### src/rtl/bit_normalizer_pkg.sv
// Shared constants for the bit normalizer: FSM state encoding, direction codes
// and the number of binary-search stages for the default width.
package bit_normalizer_pkg;

    localparam logic [1:0] ST_IDLE = 2'd0;
    localparam logic [1:0] ST_SCAN = 2'd1;
    localparam logic [1:0] ST_DONE = 2'd2;

    localparam logic DIR_LEAD  = 1'b0;
    localparam logic DIR_TRAIL = 1'b1;

    localparam int DEFAULT_WIDTH = 32;
    localparam int NSTAGES       = $clog2(DEFAULT_WIDTH);

endpackage

### src/rtl/bit_normalizer_norm_stage.sv
// One binary-search stage: if the k bits at the scanned end are all zero,
// shift them out (zero-fill) and flag the skip.
module norm_stage
    import bit_normalizer_pkg::*;
#(
    parameter int WIDTH = 32,
    parameter int CNT_W = $clog2(WIDTH) + 1
) (
    input  logic [WIDTH-1:0] word,
    input  logic             dir,
    input  logic [CNT_W-1:0] k,
    output logic [WIDTH-1:0] next_word,
    output logic             skip
);

    logic [WIDTH-1:0] hi_mask;
    logic [WIDTH-1:0] lo_mask;

    // k never exceeds WIDTH/2, so both masks are well defined.
    assign hi_mask = ~({WIDTH{1'b1}} >> k);
    assign lo_mask = ~({WIDTH{1'b1}} << k);

    always_comb begin
        skip      = 1'b0;
        next_word = word;
        if (dir == DIR_LEAD) begin
            skip = ((word & hi_mask) == '0);
            if (skip) next_word = word << k;
        end else begin
            skip = ((word & lo_mask) == '0);
            if (skip) next_word = word >> k;
        end
    end

endmodule

### src/rtl/bit_normalizer.sv
// Multi-cycle CLZ/CTZ normalizer: one binary-search stage per clock with
// valid/ready handshakes on both sides.
module bit_normalizer
    import bit_normalizer_pkg::*;
#(
    parameter int WIDTH = 32,
    parameter int CNT_W = $clog2(WIDTH) + 1
) (
    input  logic             clk,
    input  logic             rst_n,
    input  logic             in_valid,
    output logic             in_ready,
    input  logic [WIDTH-1:0] in_data,
    input  logic             in_dir,
    output logic             out_valid,
    input  logic             out_ready,
    output logic [WIDTH-1:0] out_data,
    output logic [CNT_W-1:0] out_count,
    output logic             out_zero
);

    logic [1:0]       state_q,     state_d;
    logic [WIDTH-1:0] work_q,      work_d;
    logic             dir_q,       dir_d;
    logic             zero_q,      zero_d;
    logic [CNT_W-1:0] count_q,     count_d;
    logic [CNT_W-1:0] k_q,         k_d;
    logic             out_valid_q, out_valid_d;
    logic [WIDTH-1:0] out_data_q,  out_data_d;
    logic [CNT_W-1:0] out_count_q, out_count_d;
    logic             out_zero_q,  out_zero_d;

    logic [WIDTH-1:0] stage_word;
    logic             stage_skip;

    norm_stage #(
        .WIDTH (WIDTH),
        .CNT_W (CNT_W)
    ) u_stage (
        .word      (work_q),
        .dir       (dir_q),
        .k         (k_q),
        .next_word (stage_word),
        .skip      (stage_skip)
    );

    always_comb begin
        // NOTE: every signal gets a default before the case, otherwise paths
        // that do not assign it would infer a latch.
        state_d     = state_q;
        work_d      = work_q;
        dir_d       = dir_q;
        zero_d      = zero_q;
        count_d     = count_q;
        k_d         = k_q;
        out_valid_d = out_valid_q;
        out_data_d  = out_data_q;
        out_count_d = out_count_q;
        out_zero_d  = out_zero_q;

        case (state_q)
            ST_IDLE: begin
                if (in_valid) begin
                    work_d  = in_data;
                    dir_d   = in_dir;
                    zero_d  = (in_data == '0);
                    count_d = '0;
                    k_d     = CNT_W'(WIDTH / 2);
                    state_d = ST_SCAN;
                end
            end
            ST_SCAN: begin
                work_d = stage_word;
                if (stage_skip) count_d = count_q + k_q;
                k_d = k_q >> 1;
                if (k_q == CNT_W'(1)) begin
                    state_d     = ST_DONE;
                    out_valid_d = 1'b1;
                    out_data_d  = stage_word;
                    // A zero word skips only WIDTH-1 positions in the search.
                    out_count_d = zero_q ? CNT_W'(WIDTH) : count_d;
                    out_zero_d  = zero_q;
                end
            end
            ST_DONE: begin
                if (out_ready) begin
                    state_d     = ST_IDLE;
                    out_valid_d = 1'b0;
                end
            end
            default: state_d = ST_IDLE;
        endcase
    end

    always_ff @(posedge clk) begin
        // NOTE: state registers use non-blocking assignments so every flop
        // samples the pre-edge values, regardless of statement order.
        if (!rst_n) begin
            state_q     <= ST_IDLE;
            work_q      <= '0;
            dir_q       <= DIR_LEAD;
            zero_q      <= 1'b0;
            count_q     <= '0;
            k_q         <= '0;
            out_valid_q <= 1'b0;
            out_data_q  <= '0;
            out_count_q <= '0;
            out_zero_q  <= 1'b0;
        end else begin
            state_q     <= state_d;
            work_q      <= work_d;
            dir_q       <= dir_d;
            zero_q      <= zero_d;
            count_q     <= count_d;
            k_q         <= k_d;
            out_valid_q <= out_valid_d;
            out_data_q  <= out_data_d;
            out_count_q <= out_count_d;
            out_zero_q  <= out_zero_d;
        end
    end

    assign in_ready  = (state_q == ST_IDLE);
    assign out_valid = out_valid_q;
    assign out_data  = out_data_q;
    assign out_count = out_count_q;
    assign out_zero  = out_zero_q;

endmodule

### config.mk
export PLATFORM = sky130hd
export DESIGN_NAME = bit_normalizer
export DESIGN_NICKNAME = d
export VERILOG_FILES = /design/src/rtl/bit_normalizer_pkg.sv /design/src/rtl/bit_normalizer_norm_stage.sv /design/src/rtl/bit_normalizer.sv
export SDC_FILE = /design/constraint.sdc
export NUM_CORES = 1
export LEC_CHECK = 0
export ABC_AREA = 1
export BUFFER_PORTS_ARGS = -buffer_cell sky130_fd_sc_hd__buf_2
export CAP_MARGIN = 10
export CORE_MARGIN = 2
export CORE_UTILIZATION = 40
export DETAILED_ROUTE_END_ITERATION = 8
export MAX_ROUTING_LAYER = met4
export PLACE_DENSITY = 0.66
export SLEW_MARGIN = 20
export SYNTH_ARGS = -nofsm -noshare
export SYNTH_HDL_FRONTEND = slang
export SYNTH_HIERARCHICAL = 1
export SYNTH_SLANG_ARGS = --single-unit
### constraint.sdc
create_clock -name clk -period 7.4 [get_ports clk]
set_clock_uncertainty 0.15 [all_clocks]
set_input_delay 0.37 -clock clk [delete_from_list [all_inputs] [get_ports clk]]
set_output_delay 0.37 -clock clk [all_outputs]
set_load 0.03 [all_outputs]
==> results.json, run 1 <==
{
  "worst_setup_path_end_kind": "flip-flop",
  "fin_crit_sh_pct": 57.2,
  "mostFrequentLayoutCell": "nand2_1",
  "numCtsBuffers": 9,
  "initial_utilization_pct": 40.5,
  "hpwl_mm": 30.2,
  "nets": 1752,
  "cts_max_level": 3,
  "grt_pass1_vias": 10800,
  "syn_area_per_cell_sq_um": 5.48,
  "drcViolationCount": 0,
  "dr.pass1.iters": 7,
  "drt_iter0_markers": 1659,
  "fp.dieW_microns": 157,
  "final_cell_mix": "nand2_1 (639), nand3_1 (392), nor2_1 (128)",
  "finalCriticalPeriod_ns": 4.24,
  "clk-insertion-delay-late_ns": 0.35,
  "min_from": "in_dir",
  "clkTransAtPathRegs_ns": 0.08,
  "arrival_ns": 4.37,
  "reg2reg_from": "k_q[1]$_SDFFE_PN0P_",
  "setup_tns_ns": 0,
  "netlist_area_sq_um": 9420,
  "holdPathEnd": "dir_q$_SDFFE_PN0P_",
  "utilization_pct": 43.0,
  "chipHeight_microns": 157,
  "synth_cells": 1719,
  "syn_to_final_growth_pct": 6.17,
  "drt-wirelength-per-cell_microns": 20.5,
  "startpoint": "k_q[1]$_SDFFE_PN0P_",
  "max_cap_violations": 0,
  "grt_first_pass_wirelength_mm": 63.1,
  "vias": 12100,
  "slew_headroom_pct": 34.8,
  "path_class": "reg2reg",
  "peakVddDrop_uv": 134,
  "finalNonFillerCells": 2034,
  "rsz0062_at_grt": "false",
  "antenna_found_initial": 1,
  "crit_fanout": 53,
  "stdcell_area_sq_um": 10000,
  "outcome": "finished clean",
  "tightest_slew_ns": 0.975,
  "gr-total-overflow": 0,
  "hold_class": "in2reg",
  "die_area_sq_um": 24800,
  "power_density_nw_per_um2": 159,
  "gp_congestion": 1.11,
  "cts_resized": 0,
  "hold_viol": 0,
  "drt_wl_total_mm": 41.8,
  "grt_usage_pct": 34.2,
  "grt_max_degree": 65,
  "hold_path_depth": 3,
  "yosysTopAreaCell": "nand2_1",
  "p_leak_nw": 4.78,
  "dp.cells": 2017,
  "yosysTopAreaCellShare_pct": 25.5,
  "cts.sinks": 87,
  "worst_ep_required_time_ns": 7.53,
  "placed_area_sq_um": 9710,
  "cts_buffer_depth": 2,
  "r2r-end": "work_q[2]$_SDFFE_PN0P_",
  "drive_gt1_share_pct": 10.9,
  "max_freq_ghz": 0.236,
  "cts_tree": "built",
  "reg2reg_setup_slack_ns": 3.16,
  "yosys_warnings": 6,
  "fillers": 2663,
  "post_cts_buffers": 0,
  "fp.coreArea_sq_um": 23300,
  "report.final.setup_viol": 0,
  "yosys.cell_types.count": 42,
  "ys_seq_area_share_pct": 18.5,
  "reg2reg_depth": 15,
  "vias_per_cell": 5.94,
  "ys_ff_latch": 87,
  "crit_path_start_kind": "flip-flop",
  "io_buffers": 77,
  "drtAntennaViolNets": 0,
  "worst_hold_slack_ns": 0.120,
  "io_pins": 78,
  "rows": 56,
  "slew_viol_final": 0,
  "cts_root_buffer": "clkbuf_16",
  "postCtsHoldBufs": 0,
  "synth.area.top_cells": "nand2_1 (25%), nand3_1 (21%), dfxtp_1 (18%)"
}
[how the worst max path moves through the flow]
| stage | to | slack [ns] |
|---|---|---|
| after floorplan | out_count[1]$_SDFFE_PN0P_ | 4.65 |
| after detailed placement | work_q[2]$_SDFFE_PN0P_ | 3.32 |
| final | work_q[2]$_SDFFE_PN0P_ | 3.16 |
| after global placement | work_q[2]$_SDFFE_PN0P_ | 3.30 |
| after CTS | work_q[2]$_SDFFE_PN0P_ | 3.28 |
| after global routing | work_q[2]$_SDFFE_PN0P_ | 2.93 |
[final cells by class]
class	count	area (sq um)	share of cell area, %
Antenna cell	1	2.50	0.0250
Clock buffer	10	229	2.29
Clock inverter	6	51.3	0.513
Inverter	83	314	3.14
Multi-Input combinational cell	1436	6760	67.6
Sequential cell	87	1750	17.5
Tap cell	319	399	3.99
Timing Repair Buffer	92	498	4.98
[through the flow]
step / power (mW) / worst slack, ns
2_1_floorplan: 0.953 / 4.65
5_1_grt: 1.67 / 2.93
6_report: 1.59 / 3.16
3_5_place_dp: 1.12 / 3.32
3_3_place_gp: 1.12 / 3.30
4_1_cts: 1.57 / 3.28
[routing by layer]
layer | GRT usage [%] | vias up | routed length, microns
met5 | - | - | 0
met4 | 16.1 | 0 | 2280
met3 | 6.97 | 131 | 5090
met2 | 47.6 | 804 | 16800
met1 | 47.0 | 5470 | 17600
li1 | - | 5680 | -
[power by group]
group,switching [mW],internal [mW]
Sequential,0.0679,0.486
Clock,0.212,0.233
Combinational,0.428,0.161
[synth_stat cells (all sizes together)]
master and number:
mux2 2, nand2b 1, ha 5, dfxtp 87, a21o 2, a21boi 1, conb 1, nor3b 1
nand2 648, o2bb2ai 1, nand3 397, inv 83, nand4 21, clkbuf 31, or2 4, a21oi 95
nor4 1, nor3 3, nand3b 13, o22ai 12, buf 84, o21ai 50, o31ai 1, and2 1
nor2 143, a211oi 30, fa 1
[logic make-up (layout without fill, tap and decap cells)]
family / count (synthesis) / count (layout) / synth area share [%]
fa+ha+maj: 6 / 6 / 0.877
compound gates: 192 / 192 / 12.7
mux: 2 / 2 / 0.239
flops: 87 / 87 / 18.5
other cells: 1 / 4 / 0.0398
buf+inv: 198 / 191 / 9.82
simple gates: 1233 / 1233 / 57.8
[worst max-delay path: stages, from the launching register on]
cell and delay [ns]:
dfxtp_2 0.68, buf_4 0.58, inv_2 0.53, nor2_1 0.69, nand2_1 0.11, nand3_1 0.13
nand3_1 0.11, a21oi_1 0.22, nand2_1 0.18, nand2_1 0.13, nand2_1 0.06, nand2_1 0.07
inv_1 0.10, o21ai_1 0.14, o21ai_0 0.12, a21oi_1 0.14
[registers in the layout, summed over array words and instances, names as in the netlist]
register	count
work_q	32
count_q	6
dir_q	1
state_q	2
out_valid	1
k_q	5
out_zero	1
out_data	32
out_count	6
zero_q	1
Power figures use the tool's default switching activity.
==> run 2, diff against run 1 <==
==> constraint.sdc (replaced) <==
create_clock -name clk -period 4.43 [get_ports clk]
set_clock_uncertainty 0.15 [all_clocks]
set_input_delay 0.2215 -clock clk [delete_from_list [all_inputs] [get_ports clk]]
set_output_delay 0.2215 -clock clk [all_outputs]
set_load 0.03 [all_outputs]
==> run 2 against run 1 <==
Effect of this change: final cell count up 0.64%; clock power up 80%; register-to-register slack worse by 2.1 ns; hold slack worse by 0.096 ns; combinational power up 70%; largest cell class unchanged; critical path type unchanged; via count down 0.88%; sequential share of layout area down 0.22 points; highest routed layer unchanged; design area up 1.3%.
==> results.json, run 2 (synthesis results as in run 1) <==
{
  "mostFrequentLayoutCell": "nand2_1",
  "initial_utilization_pct": 40.5,
  "crit_fanout": 20,
  "reg2reg_setup_slack_ns": 1.05,
  "r2r-end": "work_q[9]$_SDFFE_PN0P_",
  "p_total_mw": 2.73,
  "vias_per_cell": 5.85,
  "worst_setup_path_end_kind": "flip-flop",
  "cts_max_level": 3,
  "drt-wirelength-per-cell_microns": 20.8,
  "drtAntennaViolNets": 0,
  "grt_first_pass_wirelength_mm": 64.5,
  "cts_tree": "built",
  "fillers": 2673,
  "finalNonFillerCells": 2047,
  "drcViolationCount": 0,
  "fp.coreArea_sq_um": 23300,
  "final_cell_mix": "nand2_1 (639), nand3_1 (392), nor2_1 (128)",
  "cts_root_buffer": "clkbuf_16",
  "setup.worst_path.end": "work_q[9]$_SDFFE_PN0P_",
  "gr-total-overflow": 0,
  "hold_viol": 0,
  "slew_viol_final": 0,
  "grt_usage_pct": 35.2,
  "peakVddDrop_uv": 292,
  "fp.dieW_microns": 157,
  "reg2reg_depth": 18,
  "drive_gt1_share_pct": 11.5,
  "rows": 56,
  "drt_wl_total_mm": 42.6,
  "hpwl_mm": 31.1,
  "cts_buffer_depth": 2,
  "startpoint": "k_q[1]$_SDFFE_PN0P_",
  "dp.cells": 2028,
  "p_leak_nw": 4.85,
  "rsz0062_at_grt": "false",
  "outcome": "finished clean",
  "finalCriticalPeriod_ns": 3.38,
  "chipHeight_microns": 157,
  "drt_iter0_markers": 1437,
  "placed_area_sq_um": 9800,
  "clk-insertion-delay-late_ns": 0.34,
  "reg2reg_from": "k_q[1]$_SDFFE_PN0P_",
  "cts.sinks": 87,
  "hold_class": "in2reg",
  "syn_to_final_growth_pct": 7.51,
  "antenna_found_initial": 1,
  "seq_area_sq_um": 1750,
  "max_cap_violations": 0,
  "dr.pass1.iters": 7,
  "grt_max_degree": 65,
  "io_pins": 78,
  "io_buffers": 77,
  "multi_input_area_sq_um": 6760,
  "stdcell_area_sq_um": 10100,
  "nets": 1764,
  "numCtsBuffers": 9,
  "vias": 12000,
  "path_class": "reg2reg",
  "setup_tns_ns": 0,
  "gp_congestion": 1.04,
  "slew_headroom_pct": 33.6,
  "clkTransAtPathRegs_ns": 0.07,
  "cts_resized": 0,
  "report.final.setup_viol": 0,
  "arrival_ns": 3.50,
  "crit_path_start_kind": "flip-flop",
  "die_area_sq_um": 24800,
  "tightest_slew_ns": 0.994,
  "max_freq_ghz": 0.296,
  "grt_pass1_vias": 10800,
  "worst_ep_required_time_ns": 4.55,
  "fin_crit_sh_pct": 76.3,
  "power_density_nw_per_um2": 270
}
[run 2: changes by cell type in the layout (fill, tap and decap cells not counted)]
| cell | delta |
|---|---|
| buf_4 | +11 |
| diode_2 | +1 |
| bufinv_16 | +1 |
| clkbuf_1 | -1 |
| clkbuf_8 | +1 |
| dlygate4sd3_1 | +1 |
| clkinv_4 | -1 |
[run 2: critical path, cell delays in order (launching register included)]
cell     delay [ns]
dfxtp_2        0.65
buf_4          0.31
nand2_1        0.18
o21ai_0        0.29
nand2_1        0.08
nand2_1        0.08
nor2_1         0.05
nand2_2        0.10
nor2_8         0.08
nand3_2        0.26
buf_4          0.28
nand2_1        0.07
nand2_1        0.09
nand2_1        0.05
nand2_1        0.17
inv_1          0.09
nor2_1         0.11
o22ai_1        0.08
a21oi_1        0.13
[run 2: final cells by class]
type                            count  share of cell area (%)
Tap cell                          319                    3.94
Inverter                           83                    3.10
Antenna cell                        2                  0.0494
Timing Repair Buffer              104                    5.83
Clock inverter                      6                   0.717
Multi-Input combinational cell   1436                    66.7
Sequential cell                    87                    17.2
Clock buffer                       10                    2.36
[run 2: report_power, final]
part | switching (mW) | leakage [nW] | total (mW) | internal, mW
clock | 0.342 | 0.150 | 0.802 | 0.460
combinational | 0.717 | 4.00 | 1.00 | 0.283
sequential | 0.119 | 0.708 | 0.930 | 0.811
[run 2: routing by layer]
layer / share of wire [%] / GRT usage [%] / vias to the layer above
met5: 0 / - / -
met4: 6.0 / 18.5 / 0
met3: 9.1 / 4.65 / 147
met2: 41 / 51.1 / 725
met1: 44 / 47.4 / 5391
li1: - / - / 5716
[run 2: metrics by stage]
stage	setup WS (ns)	hold WS [ns]	util, %
after floorplan	1.68	0.206	-
after global placement	1.16	0.305	42.1
after detailed placement	1.12	0.312	42.1
after CTS	1.10	0.0221	43.5
after global routing	0.649	0.0351	43.5
final	1.05	0.0234	43.5
[run 2: how the worst min path moves through the flow]
stage	from	slack, ns	depth (start not counted)	endpoint
2_1_floorplan	in_dir	0.21	2	dir_q$_SDFFE_PN0P_
3_3_place_gp	out_count[4]$_SDFFE_PN0P_	0.31	2	out_count[4]$_SDFFE_PN0P_
3_5_place_dp	out_count[4]$_SDFFE_PN0P_	0.31	2	out_count[4]$_SDFFE_PN0P_
4_1_cts	out_ready	0.02	4	state_q[1]$_SDFFE_PN0P_
5_1_grt	rst_n	0.04	3	dir_q$_SDFFE_PN0P_
6_report	out_ready	0.02	4	state_q[1]$_SDFFE_PN0P_
[run 2: timing repair]
action / CTS / global route
setup buffers: 0 / 0
hold buffers: 1 / 0
endpoints found under the hold margin: 1 / 0
endpoints found under the setup margin: 0 / 0
